--- config.mk ---
export PLATFORM = sky130hd
export DESIGN_NAME = pc_fetch_unit
export DESIGN_NICKNAME = d
export VERILOG_FILES = /design/src/rtl/pc_fetch_unit.sv
export SDC_FILE = /design/constraint.sdc
export NUM_CORES = 1
export LEC_CHECK = 0
export ABC_CLOCK_PERIOD_IN_PS = 6200
export CAP_MARGIN = 0
export CORE_UTILIZATION = 45
export DETAILED_ROUTE_END_ITERATION = 10
export PLACE_DENSITY = 0.83
export SKIP_CTS_REPAIR_TIMING = 1
export SLEW_MARGIN = 15
export SYNTH_ARGS = -nofsm -noshare
export SYNTH_HDL_FRONTEND = slang
export SYNTH_SLANG_ARGS = --single-unit
--- constraint.sdc ---
create_clock -name clk -period 6.2 [get_ports clk]
set_clock_uncertainty 0.2 [all_clocks]
set_input_delay 0.93 -clock clk [delete_from_list [all_inputs] [get_ports clk]]
set_output_delay 0.93 -clock clk [all_outputs]
set_load 0.05 [all_outputs]
--- src/rtl/pc_fetch_unit.sv ---
// pc_fetch_unit: program counter and instruction fetch sequencer.
//
// Holds the PC and issues one fetch request per PC value. The PC moves
// ("advances") only at an instruction boundary signalled by stall=0.
// Redirects arriving between advances are parked in a pending register
// (last one wins) and consumed by the next advance.
//
// Optional feature: define PC_TRAP_EN to divert misaligned targets
// (target[1:0] != 0) to TRAP_VEC and raise a one-cycle trap pulse.
// Without it, targets load unmodified and trap is tied low.
module pc_fetch_unit #(
    parameter int unsigned     XLEN     = 32,
    parameter logic [XLEN-1:0] RESET_PC = 32'h0000_0000,
    parameter logic [XLEN-1:0] TRAP_VEC = 32'h0000_0100
) (
    input  logic            clk,
    input  logic            rst,
    input  logic            stall,
    input  logic            redirect_valid,
    input  logic [XLEN-1:0] redirect_target,
    output logic            imem_req,
    output logic [XLEN-1:0] imem_addr,
    input  logic            imem_gnt,
    output logic [XLEN-1:0] pc,
    output logic [XLEN-1:0] pc_plus4,
    output logic [31:0]     instret,
    output logic            trap
);

    typedef enum logic [1:0] {
        BOOT  = 2'd0,
        FETCH = 2'd1,
        HOLD  = 2'd2
    } state_e;

    state_e          state_q, state_d;
    logic [XLEN-1:0] pc_q, pc_d;
    logic [XLEN-1:0] pend_tgt_q, pend_tgt_d;
    logic            pend_vld_q, pend_vld_d;
    logic            adv_pend_q, adv_pend_d;
    logic            req_q, req_d;
    logic [31:0]     instret_q, instret_d;

    logic            advance;
    logic [XLEN-1:0] sel_tgt;
    logic [XLEN-1:0] next_pc;

    // Sequential increment wraps naturally at the top of the address space.
    assign pc_plus4  = pc_q + XLEN'(4);

    assign pc        = pc_q;
    assign imem_addr = pc_q;
    assign imem_req  = req_q;
    assign instret   = instret_q;

    // Target priority: same-cycle redirect, then parked redirect, then pc+4.
    always_comb begin
        sel_tgt = pc_plus4;
        if (redirect_valid) begin
            sel_tgt = redirect_target;
        end else if (pend_vld_q) begin
            sel_tgt = pend_tgt_q;
        end
    end

`ifdef PC_TRAP_EN
    logic misaligned;

    // Misaligned targets are replaced by the trap vector; trap flags the
    // cycle in which such an advance is taken.
    assign misaligned = (sel_tgt[1:0] != 2'b00);
    assign next_pc    = misaligned ? TRAP_VEC : sel_tgt;
    assign trap       = advance & misaligned;
`else
    assign next_pc    = sel_tgt;
    assign trap       = 1'b0;
`endif

    // An advance happens at a boundary in HOLD, or on the grant in FETCH
    // when a boundary was seen earlier in the fetch or is present now.
    always_comb begin
        advance = 1'b0;
        case (state_q)
            FETCH:   advance = imem_gnt & (adv_pend_q | ~stall);
            HOLD:    advance = ~stall;
            default: advance = 1'b0;
        endcase
    end

    // Next-state logic for the sequencer, PC, counters and pending registers.
    always_comb begin
        state_d    = state_q;
        pc_d       = pc_q;
        pend_tgt_d = pend_tgt_q;
        pend_vld_d = pend_vld_q;
        adv_pend_d = adv_pend_q;
        instret_d  = instret_q;

        case (state_q)
            BOOT: begin
                state_d = FETCH;
            end
            FETCH: begin
                if (imem_gnt) begin
                    // With an advance the new address is requested right away.
                    state_d = advance ? FETCH : HOLD;
                end else if (!stall) begin
                    // Only one boundary is remembered per outstanding fetch.
                    adv_pend_d = 1'b1;
                end
            end
            HOLD: begin
                if (advance) begin
                    state_d = FETCH;
                end
            end
            default: begin
                state_d = BOOT;
            end
        endcase

        if (advance) begin
            pc_d       = next_pc;
            instret_d  = instret_q + 32'd1;
            pend_vld_d = 1'b0;
            adv_pend_d = 1'b0;
        end else if (redirect_valid) begin
            pend_vld_d = 1'b1;
            pend_tgt_d = redirect_target;
        end

        // Request is a registered decode of the next state, so it rises the
        // cycle after the PC update and drops at once on reset.
        req_d = (state_d == FETCH);
    end

    // State registers with asynchronous active-low reset.
    always_ff @(posedge clk or negedge rst) begin
        if (!rst) begin
            state_q    <= BOOT;
            pc_q       <= RESET_PC;
            pend_tgt_q <= '0;
            pend_vld_q <= 1'b0;
            adv_pend_q <= 1'b0;
            req_q      <= 1'b0;
            instret_q  <= 32'd0;
        end else begin
            state_q    <= state_d;
            pc_q       <= pc_d;
            pend_tgt_q <= pend_tgt_d;
            pend_vld_q <= pend_vld_d;
            adv_pend_q <= adv_pend_d;
            req_q      <= req_d;
            instret_q  <= instret_d;
        end
    end

endmodule

-- Word level (Yosys, flattened, before mapping)
Index checks and enable logic that the tools add are counted.
Widths: inputs -> output; s select.
- add/sub/neg operators: 2
- equal/unequal tests: 5
- mux-type cells: 13
- bitwise gates (word level): 4
- reductions and logical operators: 5
- operators with widths (operator ; number):
    $mux 32 ; 2
    $add 32x1->32 const B ; 1
    $add 32x3->32 const B ; 1
    $mux 1 ; 6
    $mux 2 ; 3
    $pmux 2 s3 ; 1
    $eq 2x1->1 const B ; 2
    $ne 2x1->1 const B ; 2
    $reduce_bool 2->1 ; 2
    $reduce_and 3->1 ; 1
    $eq 2x2->1 const B ; 1
    $logic_not 2->1 ; 1
    $not 1->1 ; 2
    $pmux 1 s2 ; 1
    $reduce_and 2->1 ; 1
    $and 1x1->1 ; 1
    $or 1x1->1 ; 1
- bits in registers: 101
- input bits: 37

-- Logic depth before layout (Yosys ltp)
- depth in word-level cells: 8
- gate-level depth with buffers: 9

-- Least setup slack after synthesis
OpenSTA, ideal clock, no wires.
- path kind: reg2out
- start point: register pc_q[12], in the netlist imem_addr[12]
- end point: output pc_plus4[24]
- arrival time: 2600 ps
- data required time: 5070 ps
- setup slack: 2470 ps
- cell stages (with the launch flop): 7
- cell sequence: dfrtp_1 buf_2 nand4_1 or3_1 buf_6 nor4_4 xor2_1
- word-level cells in the longest chain between the ends: 1
- RTL lines (item ; RTL line ; source):
    start, declared ; 37 ; logic [XLEN-1:0] pc_q, pc_d;
    start signal, assigned ; 149 ; pc_q <= pc_d;
    $add 32x3->32 ; 49 ; assign pc_plus4 = pc_q + XLEN'(4);
    end, declared ; 25 ; output logic [XLEN-1:0] pc_plus4,
No other way between the ends.

-- Worst setup path in the final report
- start point: register pc_q[9], in the netlist imem_addr[9]
- end point: output pc_plus4[24]
Same word-level chain as after synthesis.

==> impl_metrics.json <==
{
  "status": "finished clean",
  "min_from": "instret[31]",
  "clockBufferDepth": 2,
  "cellLeakagePower_uw": 0.00319,
  "syn_area_mm2": 0.00574,
  "hold_end": "instret[31]",
  "drv_slew": 0,
  "final_layout_size_suffix_gt1_share_pct": 9.43,
  "maxSlewHeadroom_pct": 29.6,
  "fin_tns_setup_ns": 0,
  "r2r_slack_ns": 3.30,
  "wl_met3_um": 866,
  "period_share_pct": 69.6,
  "numClockSinks": 101,
  "syn_inst": 573,
  "synth_cell_types": 50,
  "vias": 4846,
  "num_rows": 40,
  "grt_pass1_wl_um": 24600,
  "cts_root_buffer": "clkbuf_16",
  "start_util_pct": 47.0,
  "powerDensity_mw_per_mm2": 519,
  "fp.dieArea_mm2": 0.0132,
  "cpLargestDelayFamily": "simple AND/OR/NAND/NOR gates",
  "cp-start-kind": "flip-flop",
  "ys_dominant_reg_cell": "dfrtp_1",
  "peakVddDrop_mv": 0.376,
  "cts_tree": "done",
  "path_class": "flip-flop to output pin",
  "wl_per_cell_um": 17.9,
  "crit_chain": "nand3_2 > or3_1 > nor4_4 > xor2_1 > clkdlybuf4s50_1",
  "setup-violations-final": 0,
  "critPathSlowestCell": "clkdlybuf4s50_1",
  "clkLatencyLatePin_ns": 0.36,
  "place_inst": 842,
  "worstRegToRegCells": 6,
  "antenna_found_initial": 0,
  "cts.clk_slew.worst_paths_ns": 0.06,
  "via_per_inst": 5.65,
  "slowest_delay_ns": 0.83,
  "synth-seq-area-share_pct": 44.0,
  "grt-ovfl-total": 0,
  "cp_num_buf_inv": 1,
  "syn_nets": 616,
  "timing.fmax_mhz": 232,
  "async_reset_ff_share_pct": 100,
  "hp-class": "flip-flop to flip-flop",
  "die_y_um": 115,
  "cts_buffers": 9,
  "timing.rr.end": "pend_tgt_q[11]",
  "path_max_fanout": 10,
  "drtAntennaViolNets": 0,
  "track_usage_pct": 24.2,
  "yosysWarnings": 0,
  "top_layer": "met4",
  "finalNonFillerCells": 857,
  "gp_congestion": 0.818,
  "firstDrtPassIters": 6,
  "areaGrowthSynthToFinish_pct": 30.5,
  "die_x_um": 115,
  "hold_viol": 0,
  "cp.required_ns": 5.07,
  "arrival_ns": 3.19,
  "yosys_register_bits": 101,
  "rsz0062_at_grt": "false",
  "reg2reg_from": "state_q[1]",
  "core_area_mm2": 0.0122,
  "final_util_pct": 61.4,
  "drc": 0,
  "cp-end-kind": "output pin",
  "grt_pass1_vias": 4843,
  "hpwl_um": 10500,
  "wl_um": 15300,
  "grt_max_degree": 68,
  "max_slew.worst_pin.slew_ns": 1.05,
  "fin_nets": 728,
  "m1WireLength_um": 6550,
  "timing.max_cap.violations": 0,
  "numPortBuffers": 165,
  "met2_wirelength_um": 7620,
  "cts_max_level": 3,
  "whs_path_depth": 1,
  "avgSynthCellArea_um2": 10.0,
  "drt-initial-drc-count": 446,
  "n_antenna_cell": 0,
  "fin_crit_ns": 4.32,
  "synth_edf_count": 0,
  "pin_count": 167
}
[cells by family after synthesis]
kind of cell	after synthesis	synth area share [%]
AND/OR/NAND/NOR	170	16.8
AO/OA/AOI/OAI	113	13.5
flip-flops	101	44.0
buffers and inverters	89	8.65
XOR/XNOR	59	9.00
multiplexers	34	6.62
adder cells (fa/ha/maj)	6	1.31
other	1	0.0653
[how the worst max path moves through the flow]
stage                              from           end  slack, ns  depth (start not counted)
after global routing       imem_addr[2]  pc_plus4[18]       1.68                          6
final                      imem_addr[9]  pc_plus4[24]       1.88                          5
after global placement     imem_addr[9]  pc_plus4[24]       2.36                          5
after CTS                  imem_addr[2]  pc_plus4[18]       1.90                          6
after detailed placement   imem_addr[2]  pc_plus4[18]       2.30                          6
after floorplan           imem_addr[12]  pc_plus4[24]       2.47                          6
[final cells by class]
type / count / area [um2]
clock buffers: 14 / 274
clock inverters: 1 / 5.00
fillers: 1044 / 4720
inverters: 21 / 78.8
multi-input cells: 383 / 2720
flip-flops and latches: 101 / 2530
well taps: 168 / 210
repair buffers: 169 / 1670
[layer usage]
layer  up-vias  GRT usage [%]
met5         -              0
met4         0           9.09
met3        23           6.75
met2       158           40.1
met1      2433           30.0
li1       2232              -
[cells in the mapped netlist, types with 2 or more instances]
cell | instances | share of area, %
o2bb2ai_1 | 17 | 2.6
nand4_1 | 13 | 1.4
o211ai_1 | 2 | 0.26
o31ai_1 | 2 | 0.26
a22oi_1 | 4 | 0.52
xnor2_1 | 26 | 4.0
ha_1 | 6 | 1.3
clkbuf_1 | 20 | 1.3
nor2_1 | 43 | 2.8
dfrtp_1 | 101 | 44
nor4_1 | 6 | 0.65
and4_1 | 5 | 0.76
mux2i_1 | 2 | 0.35
a221oi_1 | 3 | 0.46
a222oi_1 | 10 | 1.7
nand2_1 | 28 | 1.8
xor2_1 | 33 | 5.0
nand3_1 | 22 | 1.9
o31a_1 | 3 | 0.46
nor3_2 | 4 | 0.70
a211oi_1 | 2 | 0.26
inv_1 | 21 | 1.4
nor2b_1 | 4 | 0.44
buf_4 | 39 | 5.1
nor4_4 | 5 | 1.9
nand2b_1 | 3 | 0.33
o21ai_0 | 35 | 3.1
nor3_1 | 12 | 1.0
buf_2 | 7 | 0.61
a21oi_1 | 18 | 1.6
and3_1 | 13 | 1.4
and2_1 | 3 | 0.33
a32o_1 | 2 | 0.35
a22o_1 | 8 | 1.2
a31oi_1 | 6 | 0.65
mux2_2 | 31 | 6.1
[flip-flops by register name, indices dropped and copies added, names as in the netlist]
signal,count
pend_vld_q,1
instret,32
imem_addr,32
pend_tgt_q,32
adv_pend_q,1
imem_req,1
state_q,2
[placed cells by master (no fill, tap or decap), types with 6 or more instances in the layout]
master / synthesis / layout
ha_1: 6 / 6
a31oi_1: 6 / 6
a22o_1: 8 / 8
dfrtp_1: 101 / 101
nor4_1: 6 / 6
a222oi_1: 10 / 10
o21ai_0: 35 / 35
nand4_1: 13 / 13
xor2_1: 33 / 33
mux2_2: 31 / 31
clkbuf_16: 0 / 9
xnor2_1: 26 / 26
nor2_1: 43 / 43
clkdlybuf4s50_1: 0 / 163
a21oi_1: 18 / 18
nand3_1: 22 / 22
and3_1: 13 / 13
o2bb2ai_1: 17 / 17
inv_1: 21 / 21
nand2_1: 28 / 28
nor3_1: 12 / 12
[stage by stage]
stage	setup slack, ns	total power [uW]	area [um2]	hold WS (ns)
global placement	2.36	3310	7210	0.256
global route	1.68	4060	7490	0.312
detailed placement	2.30	3350	7210	0.282
finish	1.88	3890	7490	0.284
CTS	1.90	3910	7490	0.294
floorplan	2.47	2720	5740	0.254
[power by group]
group          total [uW]  switching [uW]  internal [uW]
logic                2250            1500            755
registers            1100             262            837
clock network         541             239            303
Power figures use the tool's default switching activity.
